--- src/rtl/exc_sequencer_pkg.sv ---
// Shared definitions for the exception sequencer.
// Holds the CP0 exception codes, the FSM state encoding and the EPC
// delay-slot adjustment helper.
package exc_sequencer_pkg;

    localparam logic [4:0] EC_NONE = 5'h1F;
    localparam logic [4:0] EC_ERET = 5'h1E;
    localparam logic [4:0] EC_INT  = 5'h00;
    localparam logic [4:0] EC_TLBL = 5'h02;
    localparam logic [4:0] EC_ADEL = 5'h04;
    localparam logic [4:0] EC_SYS  = 5'h08;
    localparam logic [4:0] EC_RI   = 5'h0A;
    localparam logic [4:0] EC_OV   = 5'h0C;

    typedef enum logic [1:0] {
        ST_IDLE      = 2'd0,
        ST_ISSUE     = 2'd1,
        ST_WAIT_JUMP = 2'd2,
        ST_FLUSH     = 2'd3
    } state_e;

    // An instruction in a branch delay slot restarts at its branch, one word
    // back. Subtraction is 32-bit modulo, so PC 0 wraps to 0xFFFFFFFC.
    function automatic logic [31:0] epc_adjust(input logic [31:0] pc,
                                               input logic        in_ds);
        return in_ds ? (pc - 32'd4) : pc;
    endfunction

endpackage

--- src/rtl/exc_sequencer_if.sv ---
// Bus between the pipeline/CP0 side and the exception sequencer.
// master: pipeline + CP0 model (drives requests and jump strobe)
// slave : exc_sequencer (drives the CP0 strobe and flush/stall/busy)
interface exc_sequencer_if;
    logic [3:0]   stage_valid_i;
    logic [19:0]  stage_code_i;
    logic [127:0] stage_pc_i;
    logic [127:0] stage_badvaddr_i;
    logic         mem_valid_i;
    logic [31:0]  mem_pc_i;
    logic         mem_in_delay_slot_i;
    logic         eret_i;
    logic         has_int_i;
    logic         exc_jump_flag_i;
    logic [4:0]   exc_code_o;
    logic [31:0]  exc_epc_o;
    logic [31:0]  exc_badvaddr_o;
    logic         flush_o;
    logic         stall_o;
    logic         busy_o;

    modport master (
        output stage_valid_i, stage_code_i, stage_pc_i, stage_badvaddr_i,
               mem_valid_i, mem_pc_i, mem_in_delay_slot_i, eret_i,
               has_int_i, exc_jump_flag_i,
        input  exc_code_o, exc_epc_o, exc_badvaddr_o, flush_o, stall_o,
               busy_o
    );

    modport slave (
        input  stage_valid_i, stage_code_i, stage_pc_i, stage_badvaddr_i,
               mem_valid_i, mem_pc_i, mem_in_delay_slot_i, eret_i,
               has_int_i, exc_jump_flag_i,
        output exc_code_o, exc_epc_o, exc_badvaddr_o, flush_o, stall_o,
               busy_o
    );
endinterface

--- src/rtl/exc_sequencer_prio_sel.sv ---
// exc_prio_sel: combinational priority picker.
// Ports: per-stage valid/code/pc/badvaddr vectors (bit3/top slice = MEM),
// MEM commit info, ERET and interrupt flags in; selected code/epc/badvaddr
// and hit out. Order: MEM, interrupt, EX, ID, IF, ERET.
module exc_prio_sel
    import exc_sequencer_pkg::*;
(
    input  logic [3:0]   stage_valid_i,
    input  logic [19:0]  stage_code_i,
    input  logic [127:0] stage_pc_i,
    input  logic [127:0] stage_badvaddr_i,
    input  logic         mem_valid_i,
    input  logic [31:0]  mem_pc_i,
    input  logic         mem_in_delay_slot_i,
    input  logic         eret_i,
    input  logic         has_int_i,
    output logic [4:0]   sel_code_o,
    output logic [31:0]  sel_epc_o,
    output logic [31:0]  sel_badvaddr_o,
    output logic         sel_hit_o
);

    always_comb begin
        sel_hit_o      = 1'b0;
        sel_code_o     = EC_NONE;
        sel_epc_o      = 32'd0;
        sel_badvaddr_o = 32'd0;
        if (stage_valid_i[3]) begin
            sel_hit_o      = 1'b1;
            sel_code_o     = stage_code_i[19:15];
            sel_epc_o      = epc_adjust(stage_pc_i[127:96], mem_in_delay_slot_i);
            sel_badvaddr_o = stage_badvaddr_i[127:96];
        end else if (has_int_i && mem_valid_i) begin
            // Interrupts are taken on the committing MEM instruction.
            sel_hit_o  = 1'b1;
            sel_code_o = EC_INT;
            sel_epc_o  = epc_adjust(mem_pc_i, mem_in_delay_slot_i);
        end else if (stage_valid_i[2]) begin
            sel_hit_o      = 1'b1;
            sel_code_o     = stage_code_i[14:10];
            sel_epc_o      = stage_pc_i[95:64];
            sel_badvaddr_o = stage_badvaddr_i[95:64];
        end else if (stage_valid_i[1]) begin
            sel_hit_o      = 1'b1;
            sel_code_o     = stage_code_i[9:5];
            sel_epc_o      = stage_pc_i[63:32];
            sel_badvaddr_o = stage_badvaddr_i[63:32];
        end else if (stage_valid_i[0]) begin
            sel_hit_o      = 1'b1;
            sel_code_o     = stage_code_i[4:0];
            sel_epc_o      = stage_pc_i[31:0];
            sel_badvaddr_o = stage_badvaddr_i[31:0];
        end else if (eret_i && mem_valid_i) begin
            sel_hit_o  = 1'b1;
            sel_code_o = EC_ERET;
        end
    end

endmodule

--- src/rtl/exc_sequencer.sv ---
// exc_sequencer: picks one precise exception/interrupt/ERET per commit,
// strobes it into CP0 for one cycle, waits for CP0's jump strobe, then
// holds flush/stall for FLUSH_CYCLES before accepting new events.
// Ports: clk, rst (async, active-high), bus (exc_sequencer_if.slave).
//
// state      | meaning
// -----------+-----------------------------------------------------------
// IDLE       | accepting requests; outputs quiet
// ISSUE      | code/EPC/BadVAddr presented to CP0 for this one cycle
// WAIT_JUMP  | waiting up to ACK_TIMEOUT cycles for exc_jump_flag_i
// FLUSH      | flush/stall held for FLUSH_CYCLES after the jump strobe
module exc_sequencer
    import exc_sequencer_pkg::*;
#(
    parameter int unsigned FLUSH_CYCLES = 2,
    parameter int unsigned ACK_TIMEOUT  = 4
) (
    input  logic            clk,
    input  logic            rst,
    exc_sequencer_if.slave  bus
);

    localparam logic [3:0] FLUSH_LOAD = 4'(FLUSH_CYCLES - 1);
    localparam logic [3:0] ACK_LOAD   = 4'(ACK_TIMEOUT - 1);

    state_e      state_q, state_d;
    logic [3:0]  cnt_q, cnt_d;
    logic [4:0]  code_q, code_d;
    logic [31:0] epc_q, epc_d;
    logic [31:0] bva_q, bva_d;

    logic [4:0]  sel_code;
    logic [31:0] sel_epc;
    logic [31:0] sel_bva;
    logic        sel_hit;

    exc_prio_sel u_prio_sel (
        .stage_valid_i       (bus.stage_valid_i),
        .stage_code_i        (bus.stage_code_i),
        .stage_pc_i          (bus.stage_pc_i),
        .stage_badvaddr_i    (bus.stage_badvaddr_i),
        .mem_valid_i         (bus.mem_valid_i),
        .mem_pc_i            (bus.mem_pc_i),
        .mem_in_delay_slot_i (bus.mem_in_delay_slot_i),
        .eret_i              (bus.eret_i),
        .has_int_i           (bus.has_int_i),
        .sel_code_o          (sel_code),
        .sel_epc_o           (sel_epc),
        .sel_badvaddr_o      (sel_bva),
        .sel_hit_o           (sel_hit)
    );

    always_ff @(posedge clk or posedge rst) begin
        if (rst) begin
            state_q <= ST_IDLE;
            cnt_q   <= 4'd0;
            code_q  <= EC_NONE;
            epc_q   <= 32'd0;
            bva_q   <= 32'd0;
        end else begin
            state_q <= state_d;
            cnt_q   <= cnt_d;
            code_q  <= code_d;
            epc_q   <= epc_d;
            bva_q   <= bva_d;
        end
    end

    // The strobe registers default back to quiet every cycle, so they only
    // carry a value during the single ISSUE cycle.
    always_comb begin
        state_d = state_q;
        cnt_d   = cnt_q;
        code_d  = EC_NONE;
        epc_d   = 32'd0;
        bva_d   = 32'd0;
        case (state_q)
            ST_IDLE: begin
                if (sel_hit) begin
                    state_d = ST_ISSUE;
                    code_d  = sel_code;
                    epc_d   = sel_epc;
                    bva_d   = sel_bva;
                    cnt_d   = 4'd0;
                end
            end
            ST_ISSUE: begin
                state_d = ST_WAIT_JUMP;
                cnt_d   = ACK_LOAD;
            end
            ST_WAIT_JUMP: begin
                // A strobe on the last allowed cycle still counts.
                if (bus.exc_jump_flag_i) begin
                    state_d = ST_FLUSH;
                    cnt_d   = FLUSH_LOAD;
                end else if (cnt_q == 4'd0) begin
                    state_d = ST_IDLE;
                end else begin
                    cnt_d = cnt_q - 4'd1;
                end
            end
            ST_FLUSH: begin
                if (cnt_q == 4'd0) begin
                    state_d = ST_IDLE;
                end else begin
                    cnt_d = cnt_q - 4'd1;
                end
            end
            default: state_d = ST_IDLE;
        endcase
    end

    // Decoded straight from the state register so an async reset drops
    // them in the same cycle.
    assign bus.flush_o        = (state_q != ST_IDLE);
    assign bus.stall_o        = (state_q != ST_IDLE);
    assign bus.busy_o         = (state_q != ST_IDLE);
    assign bus.exc_code_o     = code_q;
    assign bus.exc_epc_o      = epc_q;
    assign bus.exc_badvaddr_o = bva_q;

endmodule

--- src/flat_wrapper.sv ---
// flat-port wrapper written by rule: the top's interface ports become plain ports
module exc_sequencer_flat import exc_sequencer_pkg::*;
#(
    parameter int unsigned FLUSH_CYCLES = 2,
    parameter int unsigned ACK_TIMEOUT  = 4
)
  (clk, rst, bus_stage_valid_i, bus_stage_code_i, bus_stage_pc_i, bus_stage_badvaddr_i, bus_mem_valid_i, bus_mem_pc_i, bus_mem_in_delay_slot_i, bus_eret_i, bus_has_int_i, bus_exc_jump_flag_i, bus_exc_code_o, bus_exc_epc_o, bus_exc_badvaddr_o, bus_flush_o, bus_stall_o, bus_busy_o);
  exc_sequencer_if bus_i ();
  input  logic clk;
  input  logic rst;
  input wire logic [$bits(bus_i.stage_valid_i)-1:0] bus_stage_valid_i;
  input wire logic [$bits(bus_i.stage_code_i)-1:0] bus_stage_code_i;
  input wire logic [$bits(bus_i.stage_pc_i)-1:0] bus_stage_pc_i;
  input wire logic [$bits(bus_i.stage_badvaddr_i)-1:0] bus_stage_badvaddr_i;
  input wire logic [$bits(bus_i.mem_valid_i)-1:0] bus_mem_valid_i;
  input wire logic [$bits(bus_i.mem_pc_i)-1:0] bus_mem_pc_i;
  input wire logic [$bits(bus_i.mem_in_delay_slot_i)-1:0] bus_mem_in_delay_slot_i;
  input wire logic [$bits(bus_i.eret_i)-1:0] bus_eret_i;
  input wire logic [$bits(bus_i.has_int_i)-1:0] bus_has_int_i;
  input wire logic [$bits(bus_i.exc_jump_flag_i)-1:0] bus_exc_jump_flag_i;
  output wire logic [$bits(bus_i.exc_code_o)-1:0] bus_exc_code_o;
  output wire logic [$bits(bus_i.exc_epc_o)-1:0] bus_exc_epc_o;
  output wire logic [$bits(bus_i.exc_badvaddr_o)-1:0] bus_exc_badvaddr_o;
  output wire logic [$bits(bus_i.flush_o)-1:0] bus_flush_o;
  output wire logic [$bits(bus_i.stall_o)-1:0] bus_stall_o;
  output wire logic [$bits(bus_i.busy_o)-1:0] bus_busy_o;
  assign bus_i.stage_valid_i = bus_stage_valid_i;
  assign bus_i.stage_code_i = bus_stage_code_i;
  assign bus_i.stage_pc_i = bus_stage_pc_i;
  assign bus_i.stage_badvaddr_i = bus_stage_badvaddr_i;
  assign bus_i.mem_valid_i = bus_mem_valid_i;
  assign bus_i.mem_pc_i = bus_mem_pc_i;
  assign bus_i.mem_in_delay_slot_i = bus_mem_in_delay_slot_i;
  assign bus_i.eret_i = bus_eret_i;
  assign bus_i.has_int_i = bus_has_int_i;
  assign bus_i.exc_jump_flag_i = bus_exc_jump_flag_i;
  assign bus_exc_code_o = bus_i.exc_code_o;
  assign bus_exc_epc_o = bus_i.exc_epc_o;
  assign bus_exc_badvaddr_o = bus_i.exc_badvaddr_o;
  assign bus_flush_o = bus_i.flush_o;
  assign bus_stall_o = bus_i.stall_o;
  assign bus_busy_o = bus_i.busy_o;
  exc_sequencer #(.FLUSH_CYCLES(FLUSH_CYCLES), .ACK_TIMEOUT(ACK_TIMEOUT)) u_core (.clk(clk), .rst(rst), .bus(bus_i));
endmodule
--- config.mk ---
export PLATFORM = sky130hd
export DESIGN_NAME = exc_sequencer_flat
export DESIGN_NICKNAME = d
export VERILOG_FILES = /design/src/rtl/exc_sequencer_pkg.sv /design/src/rtl/exc_sequencer_if.sv /design/src/rtl/exc_sequencer_prio_sel.sv /design/src/rtl/exc_sequencer.sv /design/src/flat_wrapper.sv
export SDC_FILE = /design/constraint.sdc
export NUM_CORES = 1
export LEC_CHECK = 0
export ABC_AREA = 1
export BUFFER_PORTS_ARGS = -buffer_cell sky130_fd_sc_hd__buf_2
export CAP_MARGIN = 30
export CORE_AREA = 2 2 150 152
export DETAILED_ROUTE_END_ITERATION = 8
export DIE_AREA = 0 0 152 154
export PLACE_DENSITY_LB_ADDON = 0.1
export SLEW_MARGIN = 20
export SYNTH_ARGS = -nofsm -noshare
export SYNTH_HDL_FRONTEND = slang
export SYNTH_SLANG_ARGS = --single-unit
--- constraint.sdc ---
create_clock -name clk -period 4.7 [get_ports clk]
set_input_delay 0.705 -clock clk [delete_from_list [all_inputs] [get_ports clk]]
set_output_delay 0.705 -clock clk [all_outputs]
set_load 0.005 [all_outputs]
==> results of run 1 <==
power breakdown:
part	switching, mW	internal [mW]	leakage, nW
Combinational	0.437	0.297	3.46
Clock	0.300	0.464	0.159
Sequential	0.0372	0.731	1.01
Total	0.774	1.49	4.63
layer usage:
layer	track usage, %	vias to the layer above	routed length, um
met5	0	-	14
met4	7.254	2	620
met3	4.002	34	1712
met2	43.16	311	14630
met1	31.90	3777	12990
li1	-	4125	-
cells in the mapped netlist, types with 7 or more instances:
library cell	instances
nand3_1	52
inv_1	67
dfrtp_1	70
clkbuf_1	29
nand2_1	257
o22ai_1	7
nor2_1	207
a21oi_1	92
buf_1	9
o211ai_1	19
buf_2	14
nor3_1	17
o21ai_0	44
a22oi_1	59
nand4_1	10
metrics by stage:
step                      total power [mW]  hold slack [ps]  setup slack, ps
after floorplan                      1.163            480.9             2093
after global placement               1.516            494.4             1505
after detailed placement             1.516            509.3             1409
after CTS                            2.291            438.5             1750
after global routing                 2.410            470.5             1409
final                                2.266            419.8             1743
kinds of logic after synthesis:
group | count (synthesis) | share of synthesized area, %
adders and majority gates | 3 | 0.5953
buffers and inverters | 128 | 8.016
AOI/OAI and AO/OA | 242 | 23.41
xor gates and xnor gates | 6 | 0.8335
and+or+nand+nor | 566 | 37.28
DFF | 75 | 29.86
layout make-up:
| type | count | area (um^2) | share of cell area [%] |
|---|---|---|---|
| inverters | 74 | 279.0 | 3.179 |
| flip-flops and latches | 75 | 1883 | 21.45 |
| well taps | 280 | 350.3 | 3.991 |
| repair buffers | 398 | 2012 | 22.92 |
| diodes | 4 | 10.01 | 0.1140 |
| clock inverters | 7 | 92.59 | 1.055 |
| clock buffers | 9 | 225.2 | 2.566 |
| multi-input cells | 817 | 3925 | 44.72 |
state kept, by name, indices dropped and copies added, names as in the netlist:
register and count:
u_core.bus.exc_badvaddr_o 32, u_core.cnt_q 4, u_core.state_q 2, u_core.bus.exc_epc_o 32
u_core.bus.exc_code_o 5
placed cells by master, fill, tap and decap left out, types with 4 or more instances in the layout:
cell	count
buf_2	390
nand2_1	257
nor2_1	206
a21oi_1	92
dfrtp_1	70
inv_1	66
a22oi_1	59
nand3_1	52
o21ai_0	44
o211ai_1	19
nor3_1	17
nand4_1	10
clkbuf_16	9
buf_4	8
nor2_4	7
o22ai_1	7
inv_2	6
o21bai_1	6
dfstp_2	5
diode_2	4
nor2_2	4
nand2_2	4
a22o_1	4
clkinv_2	4
final timing paths:
path / startpoint / endpoint / cells after the start
worst max-delay path: bus_mem_valid_i / u_core.bus.exc_epc_o[9] / 10
worst min-delay path: rst / u_core.bus.exc_badvaddr_o[0] / 2
worst max register to register: u_core.state_q[0] / u_core.bus.exc_epc_o[9] / 5
worst min register to register: u_core.state_q[0] / u_core.state_q[0] / 1
max in group asynchronous: rst / u_core.bus.exc_badvaddr_o[24] / 3
min in group clk: u_core.state_q[0] / u_core.state_q[0] / 1
==> results.md, run 1 <==
- Status: finished clean
- Yosys top cell by area: dfrtp_1
- GPL Wtd Cong: 0.8784
- Ys async rst share: 100.0%
- Worst-Margin Slew: 861.7 ps
- Worst skew pair latency: 350 ps
- Hold crit path type: in2async
- Horiz. Die Dim: 152 um
- Fin nets: 1697
- Vias in the first global route: 7966
- Final core occ: 40.47%
- Post-Route WL: 29970 um
- Post-route ant nets: 0
- Layout cells sized above 1: 32.32%
- DRC: 0
- Layout Cells excl Fill: 1664
- Fmax: 338.2 MHz
- Post-DR wirelength/cell: 18.01 um
- Worst path arrival time: 3210 ps
- Count of final setup violators: 0
- Gr usage total: 24.86%
- Clk slew on worst S/H paths: 70 ps
- Maxcap violations: 0
- Synth warnings: 0
- Die Span Y: 154 um
- Setup TNS: 0 ps
- Setup CP Type: in2reg
- Fin crit share: 62.91%
- Die ar.: 23410 um^2
- CP startpoint kind: input pin
- Detailed-route vias per instance: 4.957
- # H-tree levels: 3
- Critical Path Max Stage Delay: 630 ps
- Post-Syn Instances: 1020
- Worst Path Required: 4950 ps
- Sequential fraction of the synthesis area: 29.86%
- Most used DFF post-synth: dfrtp_1
- Core area: 21690 um^2
- Filler cells: 2413
- Post-synth EDFFs: 0
- Worst Setup End Kind: flop
- Hold-fix buffers at CTS: 0
- Cell mode on critical path: nand2_1
- Root buf cell: clkbuf_16
- TritonCTS Buffers: 9
- Initial antenna violation count: 6
- Post-synthesis net count: 1342
- Rows: 54
- Buf/Inv on CP: 4
- TritonCTS clock tree: yes
- Number of gates resized after cts: 0
- PwrDens: 258.2 nW/um^2
- IO Pins: 391
- CTS max path bufs: 2
- Top cell type's share of synthesized area: 27.78%
- DP Wirelength: 23510 um
- Iter 0 DRT Violations: 517
- VDD IR-drop max: 0.1825 mV
- Max Slew Vio Count: 0
- Min Tclk post-route: 2957 ps
- Pre-antenna DRT Iters: 5
- Setup Skew: 4.470 ps
- Reg2reg setup slack: 2570 ps
- FF+latch count, synth: 75
- Starting density of the core: 29.08%
- Distinct cell type count after synthesis: 39
- Synth area leaders: dfrtp_1 28%, nand2_1 15%, nor2_1 12%, a21oi_1 7.3%, a22oi_1 7.0%
- RSZ-0062 raised after global routing: no
- Largest net degree at the start of global routing: 74
- Design Area, Final: 8777 um^2
- Crit path max-delay family: buffers and inverters
- Cell area after placement: 8449 um^2
- Netlist Area Pre-Place: 6306 um^2
- Worst path cell trace: buf_2 > nand2_1 > buf_4 > inv_2 > nor2_2 > nand2_1 > nand2_1 > inv_1 > o21ai_0 > nor3_1
- Via count: 8249
- Overflow after GRT: 0
- Area grow syn2layout: 39.19%
- Port Buffers: 390
- Endpoints failing hold: 0
- Clock Sinks: 75
- CP max stage cell: inv_1
- Slew headroom: 42.55%
- Global-route wire length before repair: 45780 um
- Post-CTS setup buffers: 0
- Placed insts: 1644
- Avg Inst Size Synth: 6.182 um^2
- Highest net fanout along the worst path: 28
- Static Leak: 4.633 nW
(Power assumes the default switching activity.)
==> run 2: changes to the inputs <==
ABC_AREA = 0   (was 1)
CORE_AREA = 2 2 153 155   (was 2 2 150 152)
DIE_AREA = 0 0 155 157   (was 0 0 152 154)
clock period = 2.6 ns   (was 4.7 ns; I/O delays follow)
==> results.md, run 2 <==
- Avg Inst Size Synth: 8.049 um^2 (was 6.182 um^2)
- Top cell type's share of synthesized area: 29.93% (was 27.78%)
- Worst path cell trace: buf_2 > nor4_2 > nand4_1 > buf_4 > or4_1 > mux2i_1 > a221oi_1 (was buf_2 > nand2_1 > buf_4 > inv_2 > nor2_2 > nand2_1 > nand2_1 > inv_1 > o21ai_0 > nor3_1)
- Critical Path Max Stage Delay: 490 ps (was 630 ps)
- Worst path arrival time: 2280 ps (was 3210 ps)
- Filler cells: 2433 (was 2413)
- Fin crit share: 78.43%
- PwrDens: 477.4 nW/um^2 (was 258.2 nW/um^2)
- Ys async rst share: 100.0% (unchanged)
- Min Tclk post-route: 2039 ps
- Gr usage total: 22.55% (was 24.86%)
- Overflow after GRT: 0 (unchanged)
- Worst Path Required: 2840 ps (was 4950 ps)
- Setup CP Type: in2reg (unchanged)
- Most frequent cell after synthesis: a22oi_1 (was nand2_1)
- Rows: 55 (was 54)
- Crit path max-delay family: simple AND/OR/NAND/NOR gates (was buffers and inverters)
- Horiz. Die Dim: 155 um (was 152 um)
- Cell area after placement: 8203 um^2 (was 8449 um^2)
- Global-route wire length before repair: 41850 um (was 45780 um)
- GPL Wtd Cong: 0.8383 (was 0.8784)
- Slew headroom: 60.79% (was 42.55%)
- Worst Setup End Kind: flop (unchanged)
- Core area: 22500 um^2 (was 21690 um^2)
- Netlist Area Pre-Place: 5852 um^2 (was 6306 um^2)
- Post-CTS setup buffers: 0 (unchanged)
- Post-synth EDFFs: 0 (unchanged)
- Largest net degree at the start of global routing: 96 (was 74)
- Worst skew pair latency: 350 ps (about the same)
- VDD IR-drop max: 0.2749 mV (was 0.1825 mV)
- Vias in the first global route: 7010 (was 7966)
- Detailed-route vias per instance: 5.190 (was 4.957)
- Commonest non-fill, non-tap cell in the layout: buf_2 (unchanged)
- Post-Syn Instances: 727 (was 1020)
- Port Buffers: 390 (unchanged)
- DP Wirelength: 22260 um (was 23510 um)
- Area grow syn2layout: 45.01% (was 39.19%)
- Layout cells sized above 1: 42.57% (was 32.32%)
- TritonCTS clock tree: yes (unchanged)
- Root buf cell: clkbuf_16 (unchanged)
- Count of final setup violators: 0 (unchanged)
- Top post-synthesis cells by count: 78 x a22oi_1, 72 x o21ai_0, 70 x dfrtp_1, 70 x nand2_1, 65 x nor2_1 (was 257 x nand2_1, 207 x nor2_1, 92 x a21oi_1)
- DRC: 0 (unchanged)
- Max Slew Vio Count: 0 (unchanged)
- Post-synthesis net count: 1049 (was 1342)
- Number of gates resized after cts: 0 (unchanged)
- Iter 0 DRT Violations: 492 (was 517)
- Fmax: 490.4 MHz
- CTS max path bufs: 2 (unchanged)
- FF+latch count, synth: 75 (unchanged)
- Post-Route WL: 28480 um (was 29970 um)
- IO Pins: 391 (unchanged)
- Initial antenna violation count: 0 (was 6)
- Hold-fix buffers at CTS: 0 (unchanged)
- Most frequent cells in the layout: 388 x buf_2, 78 x a22oi_1, 72 x o21ai_0 (was 390 x buf_2, 257 x nand2_1, 206 x nor2_1)
- Post-route ant nets: 0 (unchanged)
- Worst-Margin Slew: 588.2 ps (was 861.7 ps)
- Starting density of the core: 26.01% (was 29.08%)
- Endpoints failing hold: 0 (unchanged)
- Sequential fraction of the synthesis area: 32.18% (was 29.86%)
- Static Leak: 4.033 nW (was 4.633 nW)
- Diodes inserted: 0 (was 4)
- Most used DFF post-synth: dfrtp_1 (unchanged)
- Setup Skew: 8.688 ps (was 4.470 ps)
- CP startpoint kind: input pin (unchanged)
- Fin nets: 1414 (was 1697)
- Power Total: 4.051 mW (was 2.266 mW)
- RSZ-0062 raised after global routing: no (unchanged)
- Distinct cell type count after synthesis: 69 (was 39)
- Status: finished clean (unchanged)
- Via count: 7172 (was 8249)
- Hold crit path type: in2async (unchanged)
- Synth area leaders: dfrtp_1 30%, a22oi_1 10%, o21ai_0 6.2%, nand2_1 4.5%, nor2_1 4.2% (was dfrtp_1 28%, nand2_1 15%, nor2_1 12%, a21oi_1 7.3%, a22oi_1 7.0%)
- Synth warnings: 0 (unchanged)
- Setup TNS: 0 ps (unchanged)
- Design Area, Final: 8486 um^2 (was 8777 um^2)
- Pre-antenna DRT Iters: 4 (was 5)
- Die ar.: 24340 um^2 (was 23410 um^2)
- # H-tree levels: 3 (unchanged)
- Maxcap violations: 0 (unchanged)
- Die Span Y: 157 um (was 154 um)
- Buf/Inv on CP: 2 (was 4)
- Clock Sinks: 75 (unchanged)
- TritonCTS Buffers: 9 (unchanged)
- CP max stage cell: or4_1 (was inv_1)
- Post-DR wirelength/cell: 20.61 um (was 18.01 um)
- Highest net fanout along the worst path: 15 (was 28)
- Clk slew on worst S/H paths: 70 ps (about the same)
- Yosys top cell by area: dfrtp_1 (unchanged)
==> run 2: final timing paths <==
path                               startpoint  cells after the start  slack, ps                      endpoint
setup / recovery             bus_mem_pc_i[12]                      7        560      u_core.bus.exc_epc_o[25]
setup reg to reg            u_core.state_q[0]                      4        680      u_core.bus.exc_epc_o[30]
min in group clk           bus_stage_pc_i[97]                      2        270       u_core.bus.exc_epc_o[1]
max in group asynchronous                 rst                      3       1990      u_core.bus.exc_epc_o[22]
hold reg to reg               u_core.cnt_q[1]                      2        530               u_core.cnt_q[1]
hold / removal                            rst                      3        150  u_core.bus.exc_badvaddr_o[0]
==> run 2: layout make-up <==
| type | count | area (um^2) | area share (%) |
|---|---|---|---|
| timing repair buffer | 423 | 2267 | 26.72 |
| inverter | 14 | 53.80 | 0.6340 |
| clock buffer | 9 | 225.2 | 2.654 |
| clock inverter | 7 | 57.56 | 0.6783 |
| sequential | 75 | 1883 | 22.19 |
| multi-input combinational | 569 | 3642 | 42.92 |
| tap | 285 | 356.6 | 4.202 |
==> run 2: metal layers <==
metal	share of wire (%)	GRT usage, %	up-vias	routed length [um]
li1	-	-	3518	-
met2	48	37.25	252	13710
met4	1.9	5.908	0	552
met3	5.0	3.469	28	1414
met5	0	0	-	0
met1	45	30.80	3374	12800
==> run 2: logic make-up after synthesis <==
kind of cell,share of synthesized area [%]
multiplexers,0.8980
XOR/XNOR,5.089
buffers and inverters,5.944
flip-flops,32.18
AND/OR/NAND/NOR,22.28
adder cells (fa/ha/maj),0.6415
AO/OA/AOI/OAI,32.97
==> run 2: where the power goes <==
group	leakage (nW)	total [mW]	internal (mW)	switching, mW
logic	2.89	1.38	0.611	0.769
registers	1.01	1.41	1.34	0.0704
clock network	0.135	1.26	0.663	0.596
total	4.03	4.05	2.62	1.44
==> run 2: worst register-to-register path, stage by stage, from the launching register on <==
cell and delay, ps:
dfrtp_1 420, or2_2 400, nand2b_2 410, buf_12 280, a2111oi_2 300
==> run 2: per-stage QoR <==
step	std cells	utilization, %	setup slack, ps	hold WS [ps]
3_5_place_dp	1366	36.45	215.9	523.7
6_report	1382	37.71	560.7	147.5
2_1_floorplan	727	-	308.3	476.1
5_1_grt	1382	37.71	384.7	177.9
3_3_place_gp	1366	36.45	200.3	506.3
4_1_cts	1382	37.71	572.2	161.8
